### src/rtl/cp0.sv
// Purpose: MIPS-style coprocessor 0 (Count, Compare, Status, Cause, EPC, PRId) with exception/ERET state and interrupt request.
// Latency: reads are combinational with same-cycle write bypass; writes, exceptions and ERET commit at the next rising clk edge.
// Backpressure: none; every read, write, exception and ERET is accepted in the cycle it is presented.
// Optional feature: define CP0_TIMER_EN to build Count/Compare and the timer interrupt on IP[7]; undefined, both read 0.
module cp0 (
    input  logic        clk,
    input  logic        rst,
    input  logic        read_en,
    input  logic [4:0]  read_addr,
    output logic [31:0] read_data,
    input  logic        write_en,
    input  logic [4:0]  write_addr,
    input  logic [31:0] write_data,
    input  logic [5:0]  hw_int,
    input  logic        exc_valid,
    input  logic [4:0]  exc_code,
    input  logic [31:0] exc_pc,
    input  logic        exc_delay_slot,
    input  logic        eret,
    output logic [31:0] status_o,
    output logic [31:0] cause_o,
    output logic [31:0] epc_o,
    output logic        int_req
);

    localparam logic [4:0]  REG_COUNT   = 5'd9;
    localparam logic [4:0]  REG_COMPARE = 5'd11;
    localparam logic [4:0]  REG_STATUS  = 5'd12;
    localparam logic [4:0]  REG_CAUSE   = 5'd13;
    localparam logic [4:0]  REG_EPC     = 5'd14;
    localparam logic [4:0]  REG_PRID    = 5'd15;
    localparam logic [31:0] PRID_VALUE  = 32'h0000_4220;

    // Status state: only IM, EXL and IE are stored; BEV is a constant 1
    logic [7:0]  im_q;
    logic        exl_q;
    logic        ie_q;

    // Cause state: BD, sampled hardware lines, software IP and ExcCode
    logic        bd_q;
    logic [5:0]  hw_q;
    logic [1:0]  ip_sw_q;
    logic [4:0]  exc_code_q;
    logic [7:0]  ip;

    logic [31:0] epc_q;
    logic        timer_flag;

    // Write decodes
    logic        wr_status;
    logic        wr_cause;
    logic        wr_epc;
    logic        rd_bypass;

    assign wr_status = write_en && (write_addr == REG_STATUS);
    assign wr_cause  = write_en && (write_addr == REG_CAUSE);
    assign wr_epc    = write_en && (write_addr == REG_EPC);
    assign rd_bypass = write_en && (write_addr == read_addr);

`ifdef CP0_TIMER_EN
    logic        wr_count;
    logic        wr_compare;
    logic [31:0] count_q;
    logic [31:0] compare_q;
    logic [31:0] count_nxt;
    logic        count_upd;
    logic        toggle_q;

    assign wr_count   = write_en && (write_addr == REG_COUNT);
    assign wr_compare = write_en && (write_addr == REG_COMPARE);

    // Next Count value: a software write wins over the half-rate increment
    always_comb begin
        count_nxt = count_q;
        count_upd = 1'b0;
        if (wr_count) begin
            count_nxt = write_data;
            count_upd = 1'b1;
        end else if (toggle_q) begin
            count_nxt = count_q + 32'd1;
            count_upd = 1'b1;
        end
    end

    // Count/Compare registers, half-rate toggle and sticky timer flag.
    // The match is only taken when Count moves, so Count==Compare==0
    // straight out of reset does not raise a spurious timer interrupt.
    always_ff @(posedge clk) begin
        if (rst) begin
            count_q    <= '0;
            compare_q  <= '0;
            toggle_q   <= 1'b0;
            timer_flag <= 1'b0;
        end else begin
            count_q  <= count_nxt;
            toggle_q <= wr_count ? 1'b0 : ~toggle_q;
            if (wr_compare) begin
                compare_q <= write_data;
            end
            if (wr_compare) begin
                timer_flag <= 1'b0;
            end else if (count_upd && (count_nxt == compare_q)) begin
                timer_flag <= 1'b1;
            end
        end
    end
`else
    assign timer_flag = 1'b0;
`endif

    // Status: exception sets EXL, ERET clears it, software write lowest priority
    always_ff @(posedge clk) begin
        if (rst) begin
            im_q  <= '0;
            exl_q <= 1'b0;
            ie_q  <= 1'b0;
        end else begin
            if (wr_status) begin
                im_q <= write_data[15:8];
                ie_q <= write_data[0];
            end
            if (exc_valid) begin
                exl_q <= 1'b1;
            end else if (eret) begin
                exl_q <= 1'b0;
            end else if (wr_status) begin
                exl_q <= write_data[1];
            end
        end
    end

    // Cause: hardware lines sampled every cycle; BD only captured on a first-level exception
    always_ff @(posedge clk) begin
        if (rst) begin
            bd_q       <= 1'b0;
            hw_q       <= '0;
            ip_sw_q    <= '0;
            exc_code_q <= '0;
        end else begin
            hw_q <= hw_int;
            if (wr_cause) begin
                ip_sw_q <= write_data[9:8];
            end
            if (exc_valid) begin
                exc_code_q <= exc_code;
                if (!exl_q) begin
                    bd_q <= exc_delay_slot;
                end
            end
        end
    end

    // EPC: a nested exception (EXL already set) leaves the original return address intact
    always_ff @(posedge clk) begin
        if (rst) begin
            epc_q <= '0;
        end else if (exc_valid && !exl_q) begin
            epc_q <= exc_delay_slot ? (exc_pc - 32'd4) : exc_pc;
        end else if (wr_epc) begin
            epc_q <= write_data;
        end
    end

    assign ip       = {hw_q[5] | timer_flag, hw_q[4:0], ip_sw_q};
    assign status_o = {9'b0, 1'b1, 6'b0, im_q, 6'b0, exl_q, ie_q};
    assign cause_o  = {bd_q, 15'b0, ip, 1'b0, exc_code_q, 2'b0};
    assign epc_o    = epc_q;
    assign int_req  = ie_q & ~exl_q & (|(ip & im_q));

    // Read mux; a same-cycle write to the read register forwards its writable fields
    always_comb begin
        read_data = '0;
        if (read_en) begin
            case (read_addr)
`ifdef CP0_TIMER_EN
                REG_COUNT:   read_data = rd_bypass ? write_data : count_q;
                REG_COMPARE: read_data = rd_bypass ? write_data : compare_q;
`endif
                REG_STATUS:  read_data = rd_bypass ? {status_o[31:16], write_data[15:8], status_o[7:2], write_data[1:0]}
                                                   : status_o;
                REG_CAUSE:   read_data = rd_bypass ? {cause_o[31:10], write_data[9:8], cause_o[7:0]}
                                                   : cause_o;
                REG_EPC:     read_data = rd_bypass ? write_data : epc_q;
                REG_PRID:    read_data = PRID_VALUE;
                default:     read_data = '0;
            endcase
        end
    end

endmodule

### config.mk
export PLATFORM = sky130hd
export DESIGN_NAME = cp0
export DESIGN_NICKNAME = d
export VERILOG_FILES = /design/src/rtl/cp0.sv
export SDC_FILE = /design/constraint.sdc
export NUM_CORES = 1
export LEC_CHECK = 0
export BUFFER_PORTS_ARGS = -buffer_cell sky130_fd_sc_hd__buf_2
export CORE_MARGIN = 5
export CORE_UTILIZATION = 46
export CTS_CLUSTER_SIZE = 12
export DETAILED_ROUTE_END_ITERATION = 8
export HOLD_SLACK_MARGIN = 0.1
export PLACE_DENSITY = 0.91
export SYNTH_ARGS = -nofsm -noshare
export SYNTH_HDL_FRONTEND = slang
export SYNTH_SLANG_ARGS = --single-unit
### constraint.sdc
create_clock -name clk -period 2.74 [get_ports clk]
set_clock_uncertainty 0.1 [all_clocks]
set_input_delay 0.274 -clock clk [delete_from_list [all_inputs] [get_ports clk]]
set_output_delay 0.274 -clock clk [all_outputs]
set_load 0.02 [all_outputs]
==> results of run 1 <==
[sequential cells by signal, indices dropped and copies added, names as in the netlist]
name        count
epc_o          32
im_q            8
hw_q            6
exc_code_q      5
ip_sw_q         2
bd_q            1
exl_q           1
ie_q            1
[cell families after synthesis]
kind of cell	synth area share
AO/OA/AOI/OAI	0.163
flip-flops	0.273
AND/OR/NAND/NOR	0.221
multiplexers	0.158
buffers and inverters	0.116
XOR/XNOR	0.0640
adder cells (fa/ha/maj)	0.00305
other	0.00183
[power groups by stage]
stage,clock network [uW],registers (uW),logic [uW]
floorplan,0,974,295
global placement,0,924,507
detailed placement,0,926,515
CTS,488,908,527
global route,520,916,575
finish,477,908,531
[worst min-delay path: stages]
cell     delay, ns
buf_2         0.08
mux2i_1       0.07
nor2_1        0.08
[per-layer routing]
| layer | wire (um) | track usage | vias to the layer above |
|---|---|---|---|
| met4 | 274 | 0.0768 | 0 |
| met5 | 0 | 0 | - |
| li1 | - | - | 2100 |
| met1 | 5510 | 0.296 | 2012 |
| met3 | 1150 | 0.0416 | 24 |
| met2 | 6740 | 0.411 | 229 |
[cell usage in the layout (no fill, tap or decap), types with 2 or more instances in the layout]
cell	netlist	final
buf_2	5	180
nand2_1	57	57
mux2i_1	57	57
dfxtp_1	56	56
nor2_1	48	48
conb_1	2	40
a21oi_1	37	37
a211oi_1	18	18
xor2_1	18	18
o21ai_0	16	16
a21o_1	16	16
buf_4	46	16
xnor2_1	12	12
nand3_1	12	12
nand4_1	10	10
nor3_1	11	10
dlygate4sd3_1	0	10
nor2b_1	10	9
a31oi_1	7	7
mux2_2	7	7
clkbuf_8	0	5
o31ai_1	4	4
inv_1	3	3
or3_1	3	3
nor3b_1	3	3
nand4b_1	3	3
or2_2	2	2
and3b_1	2	2
a22oi_1	2	2
a311oi_1	2	2
and2_1	2	2
or4_1	2	2
nor4_1	2	2
clkinvlp_4	0	2
[final cells by class]
type                       instances  area (um2)
tap                              108         135
multi-input combinational        421        2670
clock inverter                     3        26.3
timing repair buffer             207        1140
sequential                        56        1120
fill                             804        3550
clock buffer                       5        68.8
inverter                           3        11.3
[how the worst max path moves through the flow]
stage	from	to	slack (ns)	cells after the start
after floorplan	read_addr[1]	read_data[0]	0.30	7
after global placement	read_addr[0]	read_data[9]	0.36	7
after detailed placement	read_addr[0]	read_data[2]	0.23	8
after CTS	read_addr[0]	read_data[2]	0.23	8
after global routing	read_addr[0]	read_data[5]	0.06	8
final	read_addr[0]	read_data[0]	0.16	6
[per-stage QoR]
| step | std cells | utilization | setup WS, ns |
|---|---|---|---|
| global route | 803 | 0.593 | 0.0571 |
| CTS | 803 | 0.593 | 0.231 |
| floorplan | 554 | - | 0.296 |
| global placement | 785 | 0.570 | 0.363 |
| finish | 803 | 0.593 | 0.156 |
| detailed placement | 785 | 0.570 | 0.234 |
==> results.yml, run 1 <==
status:
  status: "finished, final reports clean"
clock_tree:
  cts_setup_buffers: 0
  clock_latency_ns: 0.31
  cts-root-buf: "clkbuf_8"
  cts_buffer_depth: 2
  numCtsBuffers: 5
  cts_sinks: 56
  postCtsHoldBufs: 10
  path_clk_slew_ns: 0.10
  htree_levels: 2
  cts_resized: 0
  cts_tree: "done"
yosys:
  ys_ff_latch: 56
  synth.avg_cell_area_um2: 7.95
  synth_top_cell_by_area: "dfxtp_1"
  synth_common_cells: "mux2i_1, nand2_1, dfxtp_1"
  async_flop_share: 0
  synth.cell_area_um2: 4100
  ys_seq_area_frac: 0.273
  ys_warn_count: 0
  synthDistinctLibCells: 50
  synth_edf_count: 0
  synthFlopType: "dfxtp_1"
  synthTopCellsByArea: "dfxtp_1, mux2i_1, buf_4, nand2_1, a21oi_1"
  synth_top_area_frac: 0.273
  synth_cells: 516
floorplanning:
  initial_core_util: 0.471
  pin_count: 221
  dieArea_um2: 10900
  die_h_um: 104
  std_cell_rows: 34
  core_um2: 8720
  die_w_um: 104
final_layout:
  layout-drive-gt1-share: 0.322
  areaGrowthSynthToFinish_pct: 26.0
  diodes: 0
  fin_area_um2: 5170
  final_nets: 787
power:
  p_int_uw: 1250
  power.density_nw_per_um2: 371
  power_frac_comb: 0.277
  swShare: 0.348
  power_uw: 1920
  net-switching-power_uw: 666
  p_leak_uw: 0.00226
  power_frac_clock: 0.249
  seq_power_share: 0.474
  ir_worst_vdd_mv: 0.229
critical_path:
  crit_slowest_cell: "or2_2"
  cp_top_family: "simple AND/OR/NAND/NOR gates"
  cp.required_ns: 2.37
  critPathKind: "primary input to output port"
  timing.rr.end: "epc_o[26]"
  crit_path_frequent_cell: "buf_2"
  worstPathMaxFanout: 28
  cp_slowest_stage_delay_ns: 0.65
  critPathLaunchType: "primary input"
  arrival_ns: 2.21
  critPathCaptureType: "output port"
  worstReg2RegStart: "exl_q"
  worstPathCellList: "buf_2, xnor2_1, nand4_1, or2_2, a211oi_1, buf_2"
  rrSetupSlack_ns: 0.93
  cp_num_buf_inv: 2
  reg2regPathDepth: 4
drt:
  drt_iter0_markers: 238
  post-route-drc-count: 0
  via_count: 4365
  wirelength_um: 13700
  drt-vias-per-instance: 5.44
  ant_nets: 0
  firstDrtPassIters: 5
  wl_per_cell_um: 17.0
grt:
  grt_pass1_vias: 4277
  grt_pass1_wl_um: 21700
  antenna_found_initial: 0
  grt_max_degree: 38
  grt.total_usage: 0.237
  grt.overflow.total: 0
timing:
  fin_crit_sh: 0.943
  max_freq_ghz: 0.387
  fin_tns_setup_ns: 0
  hold_viol_final: 0
  rsz0062_at_grt: "false"
  hold_ws_ns: 0.123
  tightestPinTransition_ns: 0.753
  finalSetupViolCount: 0
  min_period_ns: 2.58
  drv_slew: 0
  maxSlewHeadroom: 0.496
flow_run:
  cap_viol_max_count: 0
place:
  place_congestion: 0.986
  io_buffers: 180
  dp_hpwl_um: 10700
  dpl_cell_area_um2: 4970
worst_hold_path:
  hp-class: "primary input to flop"
  whs_path_depth: 3
  min-delay-start: "exc_code[4]"
  min_to: "exc_code_q[4]"
(Power assumes the default switching activity.)
==> run 2, diff against run 1 <==
--- a/config.mk
+++ b/config.mk
@@ -7,11 +7,11 @@
 export LEC_CHECK = 0
 export BUFFER_PORTS_ARGS = -buffer_cell sky130_fd_sc_hd__buf_2
 export CORE_MARGIN = 5
-export CORE_UTILIZATION = 46
+export CORE_UTILIZATION = 41
 export CTS_CLUSTER_SIZE = 12
 export DETAILED_ROUTE_END_ITERATION = 8
 export HOLD_SLACK_MARGIN = 0.1
-export PLACE_DENSITY = 0.91
+export PLACE_DENSITY = 0.86
 export SYNTH_ARGS = -nofsm -noshare
 export SYNTH_HDL_FRONTEND = slang
 export SYNTH_SLANG_ARGS = --single-unit
==> constraint.sdc (replaced) <==
create_clock -name clk -period 2.3 [get_ports clk]
set_clock_uncertainty 0.1 [all_clocks]
set_input_delay 0.23 -clock clk [delete_from_list [all_inputs] [get_ports clk]]
set_output_delay 0.23 -clock clk [all_outputs]
set_load 0.02 [all_outputs]
==> run 2 against run 1 <==
Total power rose by 22%; wire length rose by 3.8%; worst hold slack got worse by 0.026 ns; flip-flop and latch count did not move; core utilization fell by 4.6 points; critical path type unchanged; highest routed layer unchanged.
==> results.yml, run 2 (synthesized netlist as in run 1, its figures left out) <==
floorplanning:
  die_w_um: 110
  dieArea_um2: 12100
  core_um2: 9770
  std_cell_rows: 36
  pin_count: 221
  die_h_um: 110
  initial_core_util: 0.420
drt:
  post-route-drc-count: 0
  via_count: 4461
  ant_nets: 0
  wirelength_um: 14200
  wl_per_cell_um: 16.9
  firstDrtPassIters: 5
  drt-vias-per-instance: 5.30
  drt_iter0_markers: 212
timing:
  tightestPinTransition_ns: 0.598
  finalSetupViolCount: 0
  drv_slew: 0
  worst_slack_ns: 0.123
  hold_viol_final: 0
  maxSlewHeadroom: 0.601
  min_period_ns: 2.18
  fin_crit_sh: 0.946
  max_freq_ghz: 0.459
grt:
  grt_pass1_vias: 4235
  grt.total_usage: 0.222
  grt.overflow.total: 0
  grt_max_degree: 24
  grt_pass1_wl_um: 21100
  antenna_found_initial: 0
clock_tree:
  cts-root-buf: "clkbuf_8"
  cts_buffer_depth: 2
  path_clk_slew_ns: 0.13
  htree_levels: 2
  cts_sinks: 56
  numCtsBuffers: 5
  cts_tree: "done"
  clock_latency_ns: 0.30
final_layout:
  diodes: 0
  largest_reg_flops: 32
  final_cell_mix: "buf_2, nand2_1, mux2i_1"
  final_nets: 801
  final_common_cell: "buf_2"
  layout-drive-gt1-share: 0.329
  nFillCells: 935
  areaGrowthSynthToFinish_pct: 30.3
  postLayoutCoreUtil: 0.547
critical_path:
  critPathKind: "primary input to output port"
  worstPathMaxFanout: 13
  arrival_ns: 1.85
  cp.required_ns: 1.97
  critPathCaptureType: "output port"
  critPathLaunchType: "primary input"
place:
  dpl_worst_slack_ns: 0.0973
  io_buffers: 180
  dp_hpwl_um: 11000
  place_congestion: 0.906
power:
  power.density_nw_per_um2: 438
  ir_worst_vdd_mv: 0.267
  p_leak_uw: 0.00234
status:
  status: "finished, final reports clean"
worst_hold_path:
  hp-class: "primary input to flop"
flow_run:
  cap_viol_max_count: 0
-- run 2: worst max-delay path, cell delays in order --
cell and delay, ns:
buf_2 0.14, xnor2_1 0.15, nand4_1 0.28, or2_2 0.52, a31oi_1 0.26, a21oi_1 0.10
buf_2 0.17
-- run 2: path summary, 6_finish.rpt --
kind	start	end	slack (ns)	cells after the start
setup / recovery	write_addr[0]	read_data[15]	0.12	7
hold / removal	write_data[11]	im_q[3]	0.1	3
setup reg to reg	exl_q	epc_o[11]	0.63	4
hold reg to reg	bd_q	bd_q	0.43	2
-- run 2: where the power goes --
| part | internal, uW | switching [uW] | leakage, uW |
|---|---|---|---|
| registers | 1030 | 50.5 | 0.000462 |
| clock network | 232 | 373 | 0.0000511 |
| logic | 253 | 405 | 0.00183 |
| total | 1510 | 828 | 0.00234 |
-- run 2: area by class of cell --
class | count | area [um2] | share of cell area
inverters | 3 | 11.3 | 0.00211
clock buffers | 5 | 68.8 | 0.0129
well taps | 133 | 166 | 0.0311
repair buffers | 221 | 1270 | 0.238
multi-input cells | 421 | 2680 | 0.501
flip-flops and latches | 56 | 1120 | 0.210
clock inverters | 3 | 28.8 | 0.00538
-- run 2: repair_timing --
| item | in CTS | in global routing |
|---|---|---|
| setup buffers | 0 | 0 |
| hold buffers | 16 | 0 |
| resized for setup | 0 | 1 |
| endpoints found under the setup margin | 0 | 5 |
| endpoints found under the hold margin | 17 | 0 |
-- run 2: per-stage QoR --
stage | cells | cell area, um2 | power [uW] | hold WS, ns | TNS, ns
2_1_floorplan | 554 | 4250 | 1510 | 0.258 | -0.113
3_3_place_gp | 818 | 5080 | 1720 | 0.344 | 0
3_5_place_dp | 818 | 5080 | 1730 | 0.349 | 0
4_1_cts | 842 | 5340 | 2360 | 0.102 | 0
5_1_grt | 842 | 5350 | 2470 | 0.124 | -0.000145
6_report | 842 | 5350 | 2340 | 0.0968 | 0
-- run 2: per-layer routing --
layer / vias up / track usage / routed length, um
li1: 2118 / - / -
met1: 2078 / 0.278 / 5710
met2: 230 / 0.384 / 6940
met3: 35 / 0.0326 / 1190
met4: 0 / 0.0801 / 356
met5: - / 0 / 0
